==> config.mk <==
export PLATFORM = sky130hd
export DESIGN_NAME = tile_update_master
export DESIGN_NICKNAME = d
export VERILOG_FILES = /design/src/rtl/tile_update_master.sv
export SDC_FILE = /design/constraint.sdc
export NUM_CORES = 1
export LEC_CHECK = 0
export BUFFER_PORTS_ARGS = -buffer_cell sky130_fd_sc_hd__clkbuf_2
export CORE_ASPECT_RATIO = 0.5
export CORE_MARGIN = 2
export CORE_UTILIZATION = 52
export CTS_CLUSTER_DIAMETER = 200
export CTS_CLUSTER_SIZE = 8
export DETAILED_ROUTE_END_ITERATION = 8
export GPL_TIMING_DRIVEN = 0
export PLACE_DENSITY = 0.72
export SLEW_MARGIN = 0
export SYNTH_ARGS = -nofsm -noshare
export SYNTH_HDL_FRONTEND = slang
export SYNTH_SLANG_ARGS = --single-unit
==> constraint.sdc <==
create_clock -name clk -period 4.3 [get_ports clk]
set_input_delay 0.43 -clock clk [delete_from_list [all_inputs] [get_ports clk]]
set_output_delay 0.43 -clock clk [all_outputs]
set_load 0.01 [all_outputs]
==> src/rtl/tile_update_master.sv <==
// Avalon-MM initiator that turns queued (tile index, tile id) updates and whole-map fills
// into index-latch / tile-commit writes for the tile display peripheral.
module tile_update_master #(
  parameter int FIFO_DEPTH = 16,
  parameter int NUM_TILES  = 4800
) (
  input  logic        clk,
  input  logic        reset,
  input  logic        upd_valid,
  output logic        upd_ready,
  input  logic [12:0] upd_index,
  input  logic [5:0]  upd_tile,
  input  logic        fill_req,
  input  logic [5:0]  fill_tile,
  output logic        fill_busy,
  output logic        busy,
  output logic        err_range,
  output logic [2:0]  m_address,
  output logic [15:0] m_writedata,
  output logic        m_write,
  output logic        m_chipselect,
  input  logic        m_waitrequest
);

  localparam int          AW          = $clog2(FIFO_DEPTH);
  localparam logic [12:0] LAST_IDX    = 13'(NUM_TILES - 1);
  localparam logic [13:0] NUM_TILES_W = 14'(NUM_TILES);
  localparam logic [AW:0] DEPTH_W     = (AW + 1)'(FIFO_DEPTH);

  typedef enum logic [2:0] {IDLE, WR_INDEX, WR_DATA, FILL_INDEX, FILL_DATA} state_t;

  state_t      state_q, state_d;
  logic [18:0] mem_q [FIFO_DEPTH];
  logic [AW-1:0] wr_ptr_q, wr_ptr_d, rd_ptr_q, rd_ptr_d;
  logic [AW:0] count_q, count_d;
  logic        full_q, full_d;
  logic [12:0] ptr_q, ptr_d;
  logic        ptr_valid_q, ptr_valid_d;
  logic [12:0] cur_index_q, cur_index_d;
  logic [5:0]  cur_tile_q, cur_tile_d;
  logic [5:0]  fill_tile_q, fill_tile_d;
  logic        fill_busy_q, fill_busy_d;
  logic [12:0] fill_cnt_q, fill_cnt_d;
  logic        err_range_q, err_range_d;

  logic        accept, in_range, push, pop, fifo_empty, done, fill_pending;
  logic [12:0] head_index;
  logic [5:0]  head_tile;

  assign fifo_empty   = (count_q == '0);
  assign upd_ready    = reset && !full_q && !fill_busy_q;
  assign accept       = upd_valid && upd_ready;
  assign in_range     = ({1'b0, upd_index} < NUM_TILES_W);
  assign push         = accept && in_range;
  assign m_write      = (state_q != IDLE);
  assign m_chipselect = m_write;
  assign done         = m_write && !m_waitrequest;
  assign fill_pending = fill_busy_q && (state_q != FILL_INDEX) && (state_q != FILL_DATA);
  assign {head_index, head_tile} = mem_q[rd_ptr_q];
  assign fill_busy    = fill_busy_q;
  assign err_range    = err_range_q;
  assign busy         = !fifo_empty || (state_q != IDLE) || fill_busy_q;

  always_comb begin
    m_address   = 3'd0;
    m_writedata = 16'd0;
    case (state_q)
      WR_INDEX:   begin m_address = 3'd0; m_writedata = {3'b0, cur_index_q}; end
      WR_DATA:    begin m_address = 3'd1; m_writedata = {10'b0, cur_tile_q}; end
      FILL_INDEX: begin m_address = 3'd0; m_writedata = 16'd0; end
      FILL_DATA:  begin m_address = 3'd1; m_writedata = {10'b0, fill_tile_q}; end
      default:    ;
    endcase
  end

  always_comb begin
    state_d     = state_q;
    ptr_d       = ptr_q;
    ptr_valid_d = ptr_valid_q;
    cur_index_d = cur_index_q;
    cur_tile_d  = cur_tile_q;
    fill_tile_d = fill_tile_q;
    fill_busy_d = fill_busy_q;
    fill_cnt_d  = fill_cnt_q;
    err_range_d = accept && !in_range;
    pop         = 1'b0;

    // Shadow of the peripheral's index latch, updated as each write completes.
    if (done) begin
      case (state_q)
        WR_INDEX:   begin ptr_d = cur_index_q; ptr_valid_d = 1'b1; end
        FILL_INDEX: begin ptr_d = 13'd0;       ptr_valid_d = 1'b1; end
        default:    ptr_d = (ptr_q == LAST_IDX) ? 13'd0 : ptr_q + 13'd1;
      endcase
    end

    case (state_q)
      IDLE: begin
        if (fill_pending)     state_d = FILL_INDEX;
        else if (!fifo_empty) pop = 1'b1;
      end
      WR_INDEX: if (done) state_d = WR_DATA;
      WR_DATA: begin
        if (done) begin
          if (fill_pending)     state_d = FILL_INDEX;
          else if (!fifo_empty) pop = 1'b1;
          else                  state_d = IDLE;
        end
      end
      FILL_INDEX: begin
        if (done) begin
          state_d    = FILL_DATA;
          fill_cnt_d = 13'd0;
        end
      end
      FILL_DATA: begin
        if (done) begin
          if (fill_cnt_q == LAST_IDX) begin
            state_d     = IDLE;
            fill_busy_d = 1'b0;
          end else begin
            fill_cnt_d = fill_cnt_q + 13'd1;
          end
        end
      end
      default: state_d = IDLE;
    endcase

    // The skip decision uses the latch value after this cycle's completion.
    if (pop) begin
      cur_index_d = head_index;
      cur_tile_d  = head_tile;
      state_d     = (ptr_valid_d && head_index == ptr_d) ? WR_DATA : WR_INDEX;
    end

    if (fill_req && !fill_busy_q) begin
      fill_busy_d = 1'b1;
      fill_tile_d = fill_tile;
    end
  end

  always_comb begin
    wr_ptr_d = push ? wr_ptr_q + AW'(1) : wr_ptr_q;
    rd_ptr_d = pop  ? rd_ptr_q + AW'(1) : rd_ptr_q;
    count_d  = count_q + (AW + 1)'(push) - (AW + 1)'(pop);
    full_d   = (count_d == DEPTH_W);
  end

  always_ff @(posedge clk) begin
    if (push) mem_q[wr_ptr_q] <= {upd_index, upd_tile};
  end

  always_ff @(posedge clk) begin
    if (!reset) begin
      state_q     <= IDLE;
      wr_ptr_q    <= '0;
      rd_ptr_q    <= '0;
      count_q     <= '0;
      full_q      <= 1'b0;
      ptr_q       <= 13'd0;
      ptr_valid_q <= 1'b0;
      cur_index_q <= 13'd0;
      cur_tile_q  <= 6'd0;
      fill_tile_q <= 6'd0;
      fill_busy_q <= 1'b0;
      fill_cnt_q  <= 13'd0;
      err_range_q <= 1'b0;
    end else begin
      state_q     <= state_d;
      wr_ptr_q    <= wr_ptr_d;
      rd_ptr_q    <= rd_ptr_d;
      count_q     <= count_d;
      full_q      <= full_d;
      ptr_q       <= ptr_d;
      ptr_valid_q <= ptr_valid_d;
      cur_index_q <= cur_index_d;
      cur_tile_q  <= cur_tile_d;
      fill_tile_q <= fill_tile_d;
      fill_busy_q <= fill_busy_d;
      fill_cnt_q  <= fill_cnt_d;
      err_range_q <= err_range_d;
    end
  end

endmodule

== Word-level counts from Yosys, hierarchy flattened ==
Memories as Yosys holds them, arrays and structs flattened. A register that Yosys moved wholly into a read port is not among the register bits.
Index checks and enable logic that the tools add are counted.
Storage, ports and cells
  bits in registers: 71
  bits in latches: 0
  memory bits (writable): 304
  bits in read-only memories: 0
  input port bits: 30
  output and inout bits: 25
  word-level logic and storage cells: 104
  memories: 1
Operators by class
  add/subtract/negate cells: 6
  multipliers: 0
  div/mod/pow operators: 0
  magnitude comparators: 1
  eq/ne operators: 20
  shift operators: 0
  mux-type cells: 34
  bitwise gates (word level): 0
  reduce and logical (&&, ||, !) cells: 29
Memories
  mem_q: words 16, bits a word 19, read ports 1, clocked after memory_dff 1, write ports 1, line 33  | logic [18:0] mem_q [FIFO_DEPTH];
Operators by type and width (number)
  $mux W13: 5
  $pmux W13 S2: 2
  $pmux W13 S3: 1
  $mux W3: 9
  $add A13 B1 Y13 const B: 2
  $eq A13 B13 Y1 const B: 2
  $ne A3 B3 Y1 const B: 7
  $pmux W3 S5: 1
  $eq A13 B13 Y1: 1
  $lt A13 B13 Y1 const B: 1
  $mux W1: 12
  $logic_and A1 B1 Y1: 10
  $add A4 B1 Y4 const B: 2
  $mux W4: 2
  $reduce_bool A2 Y1: 4
  $reduce_and A7 Y1: 1
  $eq A3 B2 Y1 const B: 2
  $ne A2 B2 Y1 const B: 3
  $add A5 B1 Y5: 1
  $eq A5 B5 Y1 const B: 1
  $logic_not A1 Y1: 5
  $logic_not A5 Y1: 1
  $sub A5 B1 Y5: 1
  $ne A4 B4 Y1 const B: 1
  other kinds (11): 13

== Longest topological paths before layout ==
  depth after elaboration: 8
  mapped depth: 17
  gate-level depth less buffers: 16

== Worst setup path before layout ==
Ideal clock, no wire load.
  kind: reg-to-reg
  from: register count_q[3]
  to: register full_q
  setup time: 60 ps
  arrival: 3197 ps
  required time: 4240 ps
  setup slack: 1043 ps
  stages on the path, launching flop included: 18
  buffers on the path: 1
  clock period less this slack: 3257 ps
  cells stage by stage: dfxtp_1 -> inv_1 -> ha_1 -> or4b_2 -> nand2_1 -> clkinv_1 -> buf_1 -> ha_1 -> inv_1 -> ha_1 -> inv_1 -> fa_1 -> inv_1 -> a21oi_1 -> nor2_1 -> or3_1 -> a21oi_1 -> and3_1
Between the ends
  longest elaborated chain between the ends: 7
  elaborated cells between the ends (all ways): 8
  classes of those cells: 2 x add/sub; 1 x eq/ne; 4 x mux; 1 x reduce/logical
RTL lines
  start, declared: line 35  | logic [AW:0] count_q, count_d;
  start signal, assigned: line 172  | count_q <= count_d;
  $logic_not A5 Y1 (*): line 50  | assign fifo_empty = (count_q == '0);
  $mux W1 (*): line 100, 106
  $mux W1 (*): line 105  | if (fill_pending) state_d = FILL_INDEX;
  $mux W1: line 104  | if (done) begin
  $pmux W1 S2 (*): line 97  | case (state_q)
  via pop: line 46  | logic accept, in_range, push, pop, fifo_empty, done, fill_pending;
  $sub A5 B1 Y5 (*): line 145  | count_d = count_q + (AW + 1)'(push) - (AW + 1)'(pop);
  $eq A5 B5 Y1 (*): line 146  | full_d = (count_d == DEPTH_W);
  end signal, assigned: line 173  | full_q <= full_d;
  end, declared: line 36  | logic full_q, full_d;
Mark *: on every way through the listed nets, which the timed path passes. The rest lies on a longest branch.
A chain may end at the register's enable or synchronous reset.

== Worst setup path in the final report ==
Same ends and word-level chain as after synthesis.

==> run summary <==
Sw Share - 0.274
Hold Buf Count CTS - 0
Main flop type after synthesis - edfxtp_1
Critical path launch point type - flop
Final WL - 36.0 mm
Setup Skew - 0.0273 ns
Synth Instances - 947
CTS Sinks - 379
Hold Path Class - input pin to flop
Core box area - 29100 µm²
WP data required - 4.82 ns
Clock Power Share - 0.370
# setup viols final - 0
Post-DP HPWL - 21.7 mm
Crit. End Element - flop
Placed cell areas - 16400 µm²
First-pass GRT wire length - 54.1 mm
Floorplan die height - 126 µm
CTS Buffer Depth - 3
Port bufs - 49
Synthesis Warnings - 0
Grt total ovfl - 0
Setup TNS - 0 ns
Post-synthesis register bit count - 379
Endpoints failing hold - 0
Most frequent cells in the layout - 304 x edfxtp_1, 83 x mux4_2, 75 x nand2_1, 75 x dfxtp_1
Worst r2r dst - full_q$_SDFF_PN0_
Async SR Flop Fraction - 0
Fin. max-slew vios - 0
Worst vdd ir - 0.317 mV
Part of the power in combinational logic - 0.209
R2r worst-path depth - 17
Synth Area per Inst - 16.3 µm²
Clock buffers created by TritonCTS - 53
CTS resizes - 0
Number of synthesized flops with an enable pin - 304
Overall Global Routing Usage - 0.237
Final worst-path cycle share - 0.893
First-pass iteration count of the detailed router - 7
Detailed-route vias per instance - 6.07
Die width - 247 µm
P_leak - 5.83 nW
Post-synthesis sequential area ratio - 0.690
Cell area after synthesis - 15400 µm²
Fraction of layout cells with a size suffix above 1 - 0.222
WHS Path Cells - 3
Worst Path Max Fanout - 10
WHS Endpoint - fill_tile_q[4]$_SDFFE_PN0P_
Pin count of the biggest net entering global routing - 20
Min-delay src - fill_tile[4]
Worst slew margin - 0.340
Switch Pwr - 2.74 mW
Worst skew pair latency - 0.58 ns
Commonest non-fill, non-tap cell in the layout - edfxtp_1
Internal power component - 7.27 mW
Worst-margin pin slew - 0.987 ns
Nets@finish - 1109
Top Ports - 55
Worst Path Arrival - 4.35 ns
R2r startpoint - count_q[3]$_SDFF_PN0_
Initial antenna violation count - 0
Sequential Power Share - 0.420
P per Cell Area - 562 nW/µm²
H-tree Lvls - 2
Post-DR wirelength/cell - 24.5 µm
# placed instances - 1401
Final cell count without fillers - 1472
Worst Setup SP - count_q[3]$_SDFF_PN0_
Antenna Cells - 0
Initial Util - 0.530
Minimum clock period - 3.84 ns
RSZ-0062 raised after global routing - no
CTS tree - done
Root Driver - clkbuf_16
Status - completed
Row cnt - 44
Vias - 8932
Final total power - 10.0 mW
Fmax - 0.261 GHz
Max Cap Violations - 0
P&R area growth vs syn - 15.7%
Synth cell types - 62
# DRC - 0
Final instance area - 17800 µm²
Fillers - 2055
GPL Wtd Cong - 0.876
DRT antenna net count - 0
Post-CTS Setup Bufs - 0
Reg clk slew, reported paths - 0.06 ns
Vias in the first global route - 9023
Critical path class - flop to flop
DR iter-0 viols - 943
Die Area - 31100 µm²
Reg2reg setup slack - 0.46 ns
how the worst max path moves through the flow:
stage,end,depth (start not counted)
after floorplan,full_q$_SDFF_PN0_,17
after global placement,mem_q[3][6]$_DFFE_PP_,8
after detailed placement,full_q$_SDFF_PN0_,18
after CTS,full_q$_SDFF_PN0_,17
after global routing,full_q$_SDFF_PN0_,17
final,full_q$_SDFF_PN0_,17
state kept, by name, indices dropped and copies added, names as in the netlist, 4 cells and up, named ones only:
name and count:
mem_q 304, cur_index_q 13, fill_cnt_q 13, ptr_q 13, cur_tile_q 6, fill_tile_q 6, count_q 5, rd_ptr_q 4
wr_ptr_q 4
stage by stage:
| stage | setup WS (ns) | hold WS, ns | utilization |
|---|---|---|---|
| after floorplan | 1.04 | 0.424 | - |
| after global placement | -1.39 | 0.437 | 0.556 |
| after detailed placement | 0.253 | 0.444 | 0.563 |
| after CTS | 0.501 | 0.0906 | 0.613 |
| after global routing | 0.171 | 0.101 | 0.613 |
| final | 0.462 | 0.0888 | 0.613 |
power groups by stage:
| stage | Combinational [mW] | Sequential (mW) | Clock (mW) |
|---|---|---|---|
| floorplan | 1.54 | 4.24 | 0 |
| global placement | 2.02 | 4.27 | 0 |
| detailed placement | 2.08 | 4.27 | 0 |
| CTS | 2.10 | 4.20 | 3.74 |
| global route | 2.29 | 4.22 | 3.91 |
| finish | 2.10 | 4.21 | 3.71 |
cells in the mapped netlist (2+ instances only):
library cell / count / area share
o22ai_1: 4 / 0.0016
nand2b_1: 7 / 0.0028
o211ai_1: 2 / 0.00097
nor3b_1: 4 / 0.0019
nand4_1: 8 / 0.0032
mux2i_1: 8 / 0.0052
a32oi_1: 2 / 0.0011
nand3_1: 14 / 0.0045
buf_4: 7 / 0.0034
nor2_1: 65 / 0.016
and3b_1: 2 / 0.0011
a211oi_1: 2 / 0.00097
dfxtp_1: 75 / 0.097
a22oi_1: 24 / 0.012
a21o_1: 4 / 0.0019
and3_1: 6 / 0.0024
mux4_1: 5 / 0.0085
edfxtp_1: 304 / 0.59
or3_1: 5 / 0.0020
nand4b_1: 4 / 0.0023
inv_1: 18 / 0.0044
nor3_1: 10 / 0.0032
xor2_1: 21 / 0.012
o2bb2ai_1: 2 / 0.0011
nand2_1: 75 / 0.018
o31ai_1: 2 / 0.00097
ha_1: 13 / 0.011
o21ai_0: 19 / 0.0062
buf_6: 3 / 0.0022
a31oi_1: 2 / 0.00081
nor2b_1: 8 / 0.0032
and4_1: 2 / 0.0011
a21oi_1: 36 / 0.012
a31o_2: 2 / 0.0011
and2_1: 17 / 0.0069
buf_1: 9 / 0.0022
buf_2: 8 / 0.0026
xnor2_1: 12 / 0.0068
clkbuf_1: 27 / 0.0066
nor4_1: 5 / 0.0020
mux4_2: 83 / 0.12
metal layers:
layer  track usage  vias to the layer above  part of all wire
met5             0                        -                 0
met4        0.0757                        0             0.025
met3        0.0703                       73             0.095
met2         0.384                      436              0.49
met1         0.312                     4516              0.39
li1              -                     3907                 -
worst max-delay path: stages (launching register included):
cell,delay [ns]
dfxtp_1,0.32
inv_1,0.08
ha_1,0.15
or4b_2,0.62
nand2_1,0.20
clkinv_1,0.27
buf_1,0.34
ha_1,0.37
inv_1,0.04
ha_1,0.18
inv_1,0.07
fa_1,0.19
inv_1,0.05
a21oi_1,0.15
nor2_1,0.07
or3_1,0.34
a21oi_1,0.16
and3_1,0.17
final cells by class:
cell class	count	area, µm²	area share
Buffer	55	282	0.0158
Clock buffer	67	1380	0.0773
Clock inverter	4	76.3	0.00428
Inverter	19	71.3	0.00400
Multi-Input combinational cell	498	4540	0.255
Sequential cell	379	10600	0.596
Tap cell	391	489	0.0274
Timing Repair Buffer	59	362	0.0203
cells by family after synthesis:
group                      share of synthesized area
AOI/OAI and AO/OA                             0.0458
xor gates and xnor gates                      0.0188
adders and majority gates                     0.0119
buffers and inverters                         0.0229
DFF                                            0.690
muxes                                          0.136
other                                       0.000243
and+or+nand+nor                               0.0748
Power figures use the tool's default switching activity.
